==> src/rtl/spi_cmd_scheduler_if.sv <==
// Host command / RX return port and the spi_top request/completion port of the scheduler.
// The master modport is the scheduler's view; the slave modport is the environment's view.
interface spi_cmd_scheduler_if #(
    parameter int SPI_TRF_BIT = 8,
    parameter int CMD_DEPTH   = 8,
    parameter int RX_DEPTH    = 8
);
    // cmd_valid/cmd_ready and rx_valid/rx_ready: a transfer happens in a cycle where both
    // are high at the rising clk edge; valid must not depend combinationally on ready.
    logic                             cmd_valid;
    logic                             cmd_ready;
    logic [1:0]                       cmd_req;
    logic [SPI_TRF_BIT-1:0]           cmd_data;
    logic [7:0]                       cmd_wait;
    logic                             rx_valid;
    logic                             rx_ready;
    logic [SPI_TRF_BIT-1:0]           rx_data;
    logic [1:0]                       spi_req;
    logic [SPI_TRF_BIT-1:0]           spi_din;
    logic [7:0]                       spi_wait;
    logic [SPI_TRF_BIT-1:0]           spi_dout;
    logic                             spi_done_tx;
    logic                             spi_done_rx;
    logic                             busy;
    logic                             timeout_err;
    logic                             err_clr;
    logic [$clog2(CMD_DEPTH):0]       cmd_count;
    logic [$clog2(RX_DEPTH):0]        rx_count;

    modport master (
        input  cmd_valid, cmd_req, cmd_data, cmd_wait, rx_ready,
        input  spi_dout, spi_done_tx, spi_done_rx, err_clr,
        output cmd_ready, rx_valid, rx_data, spi_req, spi_din, spi_wait,
        output busy, timeout_err, cmd_count, rx_count
    );

    modport slave (
        output cmd_valid, cmd_req, cmd_data, cmd_wait, rx_ready,
        output spi_dout, spi_done_tx, spi_done_rx, err_clr,
        input  cmd_ready, rx_valid, rx_data, spi_req, spi_din, spi_wait,
        input  busy, timeout_err, cmd_count, rx_count
    );
endinterface

==> src/rtl/spi_cmd_scheduler.sv <==
// Buffers host SPI commands, issues them one at a time to spi_top, collects RX words
// into a host-side FIFO and aborts transfers that never signal completion.
module spi_cmd_scheduler #(
    parameter int SPI_TRF_BIT = 8,
    parameter int CMD_DEPTH   = 8,
    parameter int RX_DEPTH    = 8,
    parameter int TIMEOUT     = 65535
) (
    input  logic               clk,
    input  logic               rst,
    spi_cmd_scheduler_if.master bus,
    output logic [1:0]         o_dbg_state
);
    localparam int CAW   = $clog2(CMD_DEPTH);
    localparam int CCW   = CAW + 1;
    localparam int RAW   = $clog2(RX_DEPTH);
    localparam int RCW   = RAW + 1;
    localparam int CMD_W = 2 + SPI_TRF_BIT + 8;

    typedef enum logic [1:0] {S_IDLE = 2'd0, S_ACTIVE = 2'd1, S_GAP = 2'd2} state_t;

    state_t                 r_state, w_state_nxt;
    logic [CMD_W-1:0]       r_cmd_mem [CMD_DEPTH];
    logic [CAW-1:0]         r_cmd_wr, r_cmd_rd;
    logic [CCW-1:0]         r_cmd_cnt, w_cmd_cnt_nxt;
    logic                   w_cmd_full, w_cmd_empty, w_cmd_push, w_cmd_pop;
    logic [1:0]             w_head_req;
    logic [SPI_TRF_BIT-1:0] w_head_data;
    logic [7:0]             w_head_wait;
    logic [SPI_TRF_BIT-1:0] r_rx_mem [RX_DEPTH];
    logic [RAW-1:0]         r_rx_wr, r_rx_rd;
    logic [RCW-1:0]         r_rx_cnt;
    logic                   w_rx_full, w_rx_empty, w_rx_push, w_rx_pop;
    logic [1:0]             r_spi_req;
    logic [SPI_TRF_BIT-1:0] r_spi_din;
    logic [7:0]             r_spi_wait;
    logic                   r_got_tx, r_got_rx, r_gap_cnt, r_timeout_err, r_busy;
    logic [15:0]            r_tmo_cnt;
    logic                   w_start, w_done, w_abort;

    assign w_cmd_full    = (r_cmd_cnt == CCW'(CMD_DEPTH));
    assign w_cmd_empty   = (r_cmd_cnt == '0);
    assign w_cmd_push    = bus.cmd_valid && !w_cmd_full;
    assign w_cmd_cnt_nxt = r_cmd_cnt + CCW'(w_cmd_push) - CCW'(w_cmd_pop);
    assign {w_head_req, w_head_data, w_head_wait} = r_cmd_mem[r_cmd_rd];

    assign w_rx_full  = (r_rx_cnt == RCW'(RX_DEPTH));
    assign w_rx_empty = (r_rx_cnt == '0);
    assign w_rx_pop   = bus.rx_ready && !w_rx_empty;

    always_comb begin
        w_state_nxt = r_state;
        w_cmd_pop   = 1'b0;
        w_start     = 1'b0;
        w_done      = 1'b0;
        w_abort     = 1'b0;
        w_rx_push   = 1'b0;
        case (r_state)
            S_IDLE: begin
                if (!w_cmd_empty) begin
                    if (w_head_req == 2'b00) begin
                        w_cmd_pop = 1'b1;
                    end else if (!(w_head_req[1] && w_rx_full)) begin
                        w_cmd_pop   = 1'b1;
                        w_start     = 1'b1;
                        w_state_nxt = S_ACTIVE;
                    end
                end
            end
            S_ACTIVE: begin
                // Only RX-bearing commands push, so the start-time full check prevents overflow.
                w_rx_push = bus.spi_done_rx && !r_got_rx && r_spi_req[1];
                w_done    = (!r_spi_req[0] || r_got_tx || bus.spi_done_tx) &&
                            (!r_spi_req[1] || r_got_rx || bus.spi_done_rx);
                w_abort   = !w_done && (r_tmo_cnt == 16'(TIMEOUT - 1));
                if (w_done || w_abort) w_state_nxt = S_GAP;
            end
            S_GAP: begin
                if (r_gap_cnt) w_state_nxt = S_IDLE;
            end
            default: w_state_nxt = S_IDLE;
        endcase
    end

    always_ff @(posedge clk) begin
        if (rst) begin
            r_state       <= S_IDLE;
            r_spi_req     <= 2'b00;
            r_spi_din     <= '0;
            r_spi_wait    <= '0;
            r_got_tx      <= 1'b0;
            r_got_rx      <= 1'b0;
            r_tmo_cnt     <= '0;
            r_gap_cnt     <= 1'b0;
            r_timeout_err <= 1'b0;
            r_busy        <= 1'b0;
        end else begin
            r_state <= w_state_nxt;
            if (w_start) begin
                r_spi_req  <= w_head_req;
                r_spi_din  <= w_head_data;
                r_spi_wait <= w_head_wait;
                r_got_tx   <= 1'b0;
                r_got_rx   <= 1'b0;
                r_tmo_cnt  <= '0;
            end else if (w_state_nxt != S_ACTIVE) begin
                r_spi_req <= 2'b00;
            end
            if (r_state == S_ACTIVE) begin
                if (bus.spi_done_tx) r_got_tx <= 1'b1;
                if (bus.spi_done_rx) r_got_rx <= 1'b1;
                r_tmo_cnt <= r_tmo_cnt + 16'd1;
            end
            r_gap_cnt <= (r_state == S_GAP) ? !r_gap_cnt : 1'b0;
            if (w_abort) r_timeout_err <= 1'b1;
            else if (bus.err_clr) r_timeout_err <= 1'b0;
            r_busy <= (w_state_nxt != S_IDLE) || (w_cmd_cnt_nxt != '0);
        end
    end

    always_ff @(posedge clk) begin
        if (rst) begin
            r_cmd_wr  <= '0;
            r_cmd_rd  <= '0;
            r_cmd_cnt <= '0;
            r_rx_wr   <= '0;
            r_rx_rd   <= '0;
            r_rx_cnt  <= '0;
        end else begin
            if (w_cmd_push) r_cmd_wr <= r_cmd_wr + CAW'(1);
            if (w_cmd_pop)  r_cmd_rd <= r_cmd_rd + CAW'(1);
            r_cmd_cnt <= w_cmd_cnt_nxt;
            if (w_rx_push) r_rx_wr <= r_rx_wr + RAW'(1);
            if (w_rx_pop)  r_rx_rd <= r_rx_rd + RAW'(1);
            r_rx_cnt <= r_rx_cnt + RCW'(w_rx_push) - RCW'(w_rx_pop);
        end
    end

    always_ff @(posedge clk) begin
        if (w_cmd_push) r_cmd_mem[r_cmd_wr] <= {bus.cmd_req, bus.cmd_data, bus.cmd_wait};
        if (w_rx_push)  r_rx_mem[r_rx_wr]   <= bus.spi_dout;
    end

    assign bus.cmd_ready   = !w_cmd_full;
    assign bus.rx_valid    = !w_rx_empty;
    assign bus.rx_data     = w_rx_empty ? '0 : r_rx_mem[r_rx_rd];
    assign bus.spi_req     = r_spi_req;
    assign bus.spi_din     = r_spi_din;
    assign bus.spi_wait    = r_spi_wait;
    assign bus.busy        = r_busy;
    assign bus.timeout_err = r_timeout_err;
    assign bus.cmd_count   = r_cmd_cnt;
    assign bus.rx_count    = r_rx_cnt;
    assign o_dbg_state     = r_state;
endmodule

==> src/flat_wrapper.sv <==
// flat-port wrapper written by rule: the top's interface ports become plain ports
module spi_cmd_scheduler_flat 
#(
    parameter int SPI_TRF_BIT = 8,
    parameter int CMD_DEPTH   = 8,
    parameter int RX_DEPTH    = 8,
    parameter int TIMEOUT     = 65535
)
  (clk, rst, o_dbg_state, bus_cmd_valid, bus_cmd_req, bus_cmd_data, bus_cmd_wait, bus_rx_ready, bus_spi_dout, bus_spi_done_tx, bus_spi_done_rx, bus_err_clr, bus_cmd_ready, bus_rx_valid, bus_rx_data, bus_spi_req, bus_spi_din, bus_spi_wait, bus_busy, bus_timeout_err, bus_cmd_count, bus_rx_count);
  spi_cmd_scheduler_if #(.SPI_TRF_BIT(SPI_TRF_BIT), .CMD_DEPTH(CMD_DEPTH), .RX_DEPTH(RX_DEPTH)) bus_i ();
  input  logic clk;
  input  logic rst;
  output logic [1:0] o_dbg_state;
  input wire logic [$bits(bus_i.cmd_valid)-1:0] bus_cmd_valid;
  input wire logic [$bits(bus_i.cmd_req)-1:0] bus_cmd_req;
  input wire logic [$bits(bus_i.cmd_data)-1:0] bus_cmd_data;
  input wire logic [$bits(bus_i.cmd_wait)-1:0] bus_cmd_wait;
  input wire logic [$bits(bus_i.rx_ready)-1:0] bus_rx_ready;
  input wire logic [$bits(bus_i.spi_dout)-1:0] bus_spi_dout;
  input wire logic [$bits(bus_i.spi_done_tx)-1:0] bus_spi_done_tx;
  input wire logic [$bits(bus_i.spi_done_rx)-1:0] bus_spi_done_rx;
  input wire logic [$bits(bus_i.err_clr)-1:0] bus_err_clr;
  output wire logic [$bits(bus_i.cmd_ready)-1:0] bus_cmd_ready;
  output wire logic [$bits(bus_i.rx_valid)-1:0] bus_rx_valid;
  output wire logic [$bits(bus_i.rx_data)-1:0] bus_rx_data;
  output wire logic [$bits(bus_i.spi_req)-1:0] bus_spi_req;
  output wire logic [$bits(bus_i.spi_din)-1:0] bus_spi_din;
  output wire logic [$bits(bus_i.spi_wait)-1:0] bus_spi_wait;
  output wire logic [$bits(bus_i.busy)-1:0] bus_busy;
  output wire logic [$bits(bus_i.timeout_err)-1:0] bus_timeout_err;
  output wire logic [$bits(bus_i.cmd_count)-1:0] bus_cmd_count;
  output wire logic [$bits(bus_i.rx_count)-1:0] bus_rx_count;
  assign bus_i.cmd_valid = bus_cmd_valid;
  assign bus_i.cmd_req = bus_cmd_req;
  assign bus_i.cmd_data = bus_cmd_data;
  assign bus_i.cmd_wait = bus_cmd_wait;
  assign bus_i.rx_ready = bus_rx_ready;
  assign bus_i.spi_dout = bus_spi_dout;
  assign bus_i.spi_done_tx = bus_spi_done_tx;
  assign bus_i.spi_done_rx = bus_spi_done_rx;
  assign bus_i.err_clr = bus_err_clr;
  assign bus_cmd_ready = bus_i.cmd_ready;
  assign bus_rx_valid = bus_i.rx_valid;
  assign bus_rx_data = bus_i.rx_data;
  assign bus_spi_req = bus_i.spi_req;
  assign bus_spi_din = bus_i.spi_din;
  assign bus_spi_wait = bus_i.spi_wait;
  assign bus_busy = bus_i.busy;
  assign bus_timeout_err = bus_i.timeout_err;
  assign bus_cmd_count = bus_i.cmd_count;
  assign bus_rx_count = bus_i.rx_count;
  spi_cmd_scheduler #(.SPI_TRF_BIT(SPI_TRF_BIT), .CMD_DEPTH(CMD_DEPTH), .RX_DEPTH(RX_DEPTH), .TIMEOUT(TIMEOUT)) u_core (.clk(clk), .rst(rst), .bus(bus_i), .o_dbg_state(o_dbg_state));
endmodule
==> config.mk <==
export PLATFORM = sky130hd
export DESIGN_NAME = spi_cmd_scheduler_flat
export DESIGN_NICKNAME = d
export VERILOG_FILES = /design/src/rtl/spi_cmd_scheduler_if.sv /design/src/rtl/spi_cmd_scheduler.sv /design/src/flat_wrapper.sv
export SDC_FILE = /design/constraint.sdc
export NUM_CORES = 1
export LEC_CHECK = 0
export ABC_CLOCK_PERIOD_IN_PS = 4100
export CAP_MARGIN = 10
export CORE_UTILIZATION = 40
export DETAILED_ROUTE_END_ITERATION = 10
export HOLD_SLACK_MARGIN = 0.06
export PLACE_DENSITY = 0.55
export SYNTH_ARGS = -nofsm -noshare
export SYNTH_HDL_FRONTEND = slang
export SYNTH_SLANG_ARGS = --single-unit
export TNS_END_PERCENT = 20
==> constraint.sdc <==
create_clock -name clk -period 4.1 [get_ports clk]
set_clock_uncertainty 0.2 [all_clocks]
set_input_delay 0.82 -clock clk [delete_from_list [all_inputs] [get_ports clk]]
set_output_delay 0.82 -clock clk [all_outputs]
set_load 0.005 [all_outputs]
# [After elaboration in Yosys (flattened, before gate mapping)]
# Memory sizes are Yosys's and may differ from the RTL's. A register that Yosys moved wholly into a read port is not among the register bits.
# Cells that the tools add are included.
[totals] ram_bits=208 memories=2 reg_bits=61 wordCells=100 inputBits=33
[op_classes] n_reduce_logical=30 n_bitwise=1 add_sub_neg=9 eq_ne=6 n_mux=36
[mem_list] name="u_core.r_cmd_mem" words=8 width=18 rd=1 rd_ports_with_merged_regs=1 write_ports=1 line_no="spi_cmd_scheduler.sv:23" text="logic [CMD_W-1:0] r_cmd_mem [CMD_DEPTH];"
[mem_list] name="u_core.r_rx_mem" words=8 width=8 rd=1 rd_ports_with_merged_regs=1 write_ports=1 line_no="spi_cmd_scheduler.sv:30" text="logic [SPI_TRF_BIT-1:0] r_rx_mem [RX_DEPTH];"
[ops] operator="two-way mux 16 bit" count=2
[ops] operator="two-way mux 1 bit" count=21
[ops] operator="adder 16 x 1 -> 16 bit (second input constant)" count=1
[ops] operator="equality test 16 bit (second input constant)" count=1
[ops] operator="two-way mux 2 bit" count=7
[ops] operator="adder 3 x 1 -> 3 bit (second input constant)" count=4
[ops] operator="two-way mux 3 bit" count=4
[ops] operator="adder 4 x 1 -> 4 bit" count=2
[ops] operator="equality test 4 bit (second input constant)" count=2
[ops] operator="zero test 4 bit" count=2
[ops] operator="two-way mux 8 bit" count=1
[ops] operator="nonzero test 2 bit" count=4
[ops] operator="subtractor 4 x 1 -> 4 bit" count=2
[ops] operator="logical AND 1 bit" count=7
[ops] operator="zero test 1 bit" count=7
[ops] operator="logical OR 1 bit" count=6
[ops] operator="case mux 2 bit (3 select lines)" count=1
[ops] operator="zero test 2 bit" count=2
[ops] operator="nonzero test 4 bit" count=1
[ops] operator="equality test 2 x 1 -> 1 bit (second input constant)" count=1
[ops] operator="equality test 2 bit (second input constant)" count=1
[ops] operator="inequality test 2 x 1 -> 1 bit (second input constant)" count=1
[ops] operator="OR reduction 2 bit" count=1
[ops] operator="inverter 1 bit" count=1

# [Logic depth before layout (Yosys ltp)]
# Gate-level depths: netlist of run 1.
[depth] ltp_word=12 depth_mapped=14 mapped_depth_nobuf=13

# [Worst setup path before layout of run 1]
# No wires, ideal clock.
[synth_path] path_type="register to register" start="reg with a tool-made name" end="reg u_core.r_busy (netlist: u_core.bus.busy)" arrival_time_ns=2.915 path_stages_with_launch=14 t_required_ns=3.776 setup_ns=0.124 n_path_buf=1 slack_ns=0.861 cell_sequence="dfxtp_1 buf_2 mux4_2 mux2i_4 o21a_1 ha_1 inv_1 ha_1 inv_1 fa_1 xor2_1 nand4b_1 nor3_1 a21oi_1"
[synth_rtl] element="end signal: assignment" line_no="spi_cmd_scheduler.sv:117" text="r_busy <= (w_state_nxt != S_IDLE) || (w_cmd_cnt_nxt != '0);"
[synth_rtl] element="end: declaration" line_no="spi_cmd_scheduler.sv:37" text="logic r_got_tx, r_got_rx, r_gap_cnt, r_timeout_err, r_busy;"

==> results of run 1 <==
synth_stat cells, types with 3 or more instances:
library cell	count	share of area, %
ha_1	18	2.1
a211oi_1	17	1.2
nand4_1	3	0.17
xnor2_1	3	0.24
nand2_1	33	1.1
mux2i_1	27	2.5
o21ai_0	10	0.46
buf_1	3	0.10
buf_2	8	0.37
and4_1	4	0.32
mux4_2	52	11
edfxtp_1	208	57
nor2_1	45	1.6
nor2b_1	5	0.29
a31oi_1	5	0.29
xor2_1	11	0.89
a311oi_1	8	0.64
nand3_1	9	0.41
a21oi_1	28	1.3
nor3_1	12	0.55
inv_1	22	0.76
nand2b_1	8	0.46
clkbuf_1	18	0.62
dfxtp_1	67	12
worst register-to-register path, cell delays in order (launching register included):
cell	delay (ns)
dfxtp_1	0.67
mux4_2	0.43
mux2i_4	0.26
o21a_1	0.27
ha_1	0.26
inv_1	0.05
ha_1	0.15
inv_1	0.06
fa_1	0.37
xor2_1	0.18
nand4b_1	0.16
nor3_1	0.24
a21oi_1	0.09
path summary, 6_finish.rpt:
| path | end | startpoint | cells after the start |
|---|---|---|---|
| worst max-delay path | u_core.bus.busy | register | 12 |
| worst max register to register | u_core.bus.busy | register | 12 |
| worst min register to register | u_core.r_tmo_cnt[15] | u_core.r_tmo_cnt[15] | 2 |
| worst min-delay path | u_core.r_tmo_cnt[15] | u_core.r_tmo_cnt[15] | 2 |
state kept, by name (all words and copies together), names as in the netlist, 3 cells and up, named ones only:
register,cells
u_core.r_cmd_wr,3
u_core.r_rx_rd,3
u_core.r_tmo_cnt,16
u_core.bus.spi_wait,8
u_core.bus.rx_count,4
u_core.r_rx_wr,3
u_core.bus.cmd_count,4
u_core.r_cmd_rd,3
u_core.bus.spi_din,8
u_core.r_rx_mem,64
u_core.r_cmd_mem,144
cells by family after synthesis:
family          count (synthesis)  synth area share (%)
compound gates                 86                 5.344
xor+xnor                       14                 1.129
fa+ha+maj                      20                 2.442
buf+inv                        53                 2.061
flops                         275                 69.84
mux                            82                 13.72
simple gates                  128                 5.470
metal layers:
layer | up-vias | track usage (%) | part of all wire, %
met5 | - | 0 | 0.059
li1 | 2751 | - | -
met3 | 35 | 2.757 | 4.5
met2 | 139 | 29.05 | 51
met1 | 2988 | 20.78 | 43
met4 | 2 | 4.348 | 2.2
cell usage in the layout (no fill, tap or decap), drive strengths merged, types with 8 or more instances in the layout:
| cell | n |
|---|---|
| dfxtp | 67 |
| o21ai | 11 |
| nor2 | 45 |
| nand2b | 8 |
| xor2 | 11 |
| a21oi | 28 |
| a311oi | 8 |
| nor3 | 12 |
| buf | 23 |
| clkdlybuf4s50 | 71 |
| inv | 22 |
| ha | 18 |
| mux2i | 28 |
| a211oi | 17 |
| mux4 | 52 |
| edfxtp | 208 |
| nand2 | 33 |
| clkbuf | 38 |
| nand3 | 9 |
| clkinv | 8 |
where the power goes:
group	total [W]	internal, W	switching, W
clock	0.00258	0.00158	0.00101
sequential	0.00340	0.00323	0.000165
combinational	0.00237	0.00116	0.00121
stage by stage:
step / worst slack (ns) / power, W / cells
after floorplan: 0.8613 / 0.005004 / 658
after global placement: 0.7270 / 0.005831 / 1056
after detailed placement: 0.6234 / 0.005869 / 1056
after CTS: 0.5266 / 0.008479 / 1107
after global routing: 0.2920 / 0.008795 / 1107
final: 0.5740 / 0.008351 / 1107
final cells by class:
cell class | instances | area (µm²) | share of cell area, %
flip-flops and latches | 275 | 7589 | 58.38
well taps | 335 | 419.2 | 3.225
repair buffers | 94 | 880.8 | 6.776
clock buffers | 38 | 778.2 | 5.987
clock inverters | 13 | 173.9 | 1.338
inverters | 22 | 82.58 | 0.6353
multi-input cells | 330 | 3075 | 23.66
==> results.toml, run 1 <==
[place]
gp_congestion = 0.7925
dpl.hpwl_um = 13420
placed_cell_area_um2 = 12050
portBuffers = 72

[timing]
hold_violations = 0
finalMaxSlewViolations = 0
rsz0062_at_grt = "false"
fin_setup_tns_ns = 0
post-route-min-period_ns = 3.526
slew_headroom_pct = 42.38
holdWs_ns = 0.2807
timing_worst_slew_pin_value_ns = 0.8643
max_freq_mhz = 283.6
period_share_pct = 86.00
setup_violations = 0

[floorplan]
coreArea_um2 = 26350
num_rows = 59
die-area_um2 = 27820
die_w_um = 166.8
io_pins = 73
die_h_um = 166.8
start_util_pct = 41.22

[global_routing]
antenna_found_initial = 1
grt_pass1_vias = 6223
grt_util_all_layers_pct = 16.39
grt_max_degree = 42
grt_pass1_wl_um = 35090
grt_overflow_total = 0

[worst_setup_path]
required_ns = 4.32
max_stage_delay_ns = 0.67
worst_path_max_delay_cell = "dfxtp_1"
critical_path_arrival_ns = 3.74
startpoint_type = "register"
end_kind = "register"
cpLargestDelayFamily = "adder cells"
critPathBufInv = 2
path_cells = "mux4_2, mux2i_4, o21a_1, ha_1, inv_1, ha_1, inv_1, fa_1, xor2_1, nand4b_1, nor3_1, a21oi_1"
r2r_setup_slack_ns = 0.57
critPathKind = "reg2reg"
worst-path-max-fanout = 11

[logic_synthesis]
synth_async_sr_flop_share_pct = 0
synth_warnings = 0
avgSynthCellArea_um2 = 16.51
synth_edf_count = 208
syn-instance-count = 658
syn_nets = 711
synth_cell_types = 49
synth_area_um2 = 10860
synth-seq-cells = 275
synthFlopType = "edfxtp_1"
ys_seq_area_share_pct = 69.84

[routing]
drtIter0Drc = 292
drtAntennaViolNets = 0
drtPass1Iterations = 4
drc = 0
num_vias = 5915
routed_wl_um = 21990
wl_per_cell_um = 19.87
vias_per_cell = 5.343

[job]
cap_violations = 0

[final_layout]
drive_gt1_share_pct = 16.06
finalInstanceArea_um2 = 13000
area_growth_syn_to_layout_pct = 19.65
n_antenna_cell = 0
fill_cells = 2183
final_core_util_pct = 49.32
nNetsFinal = 804

[clock_network]
ctsHoldBuffers = 0
cts_sinks = 275
postCtsSetupRepairBufs = 0
clkTransAtPathRegs_ns = 0.06
worstSkewPairLatency_ns = 0.53
post_cts_resized = 0
ctsHtreeMaxLevel = 1
cts_tree = "yes"
cts-root-buf = "clkbuf_16"
clockBufferDepth = 3
cts_made_buffers = 28

[hold_path]
hold_path.class = "reg2reg"

[pwr]
pwr_density_cell_nw_per_um2 = 642.4
p_leak_nw = 4.234
vdd.ir_drop.worst_v = 0.0002904

[outcome]
status = "finished, final reports clean"
(Power assumes the default switching activity.)
==> run 2, diff against run 1 <==
- CAP_MARGIN: 10 -> 20
==> results of run 2 <==
No change in the layout: final DEF, timing and power equal those of run 1.
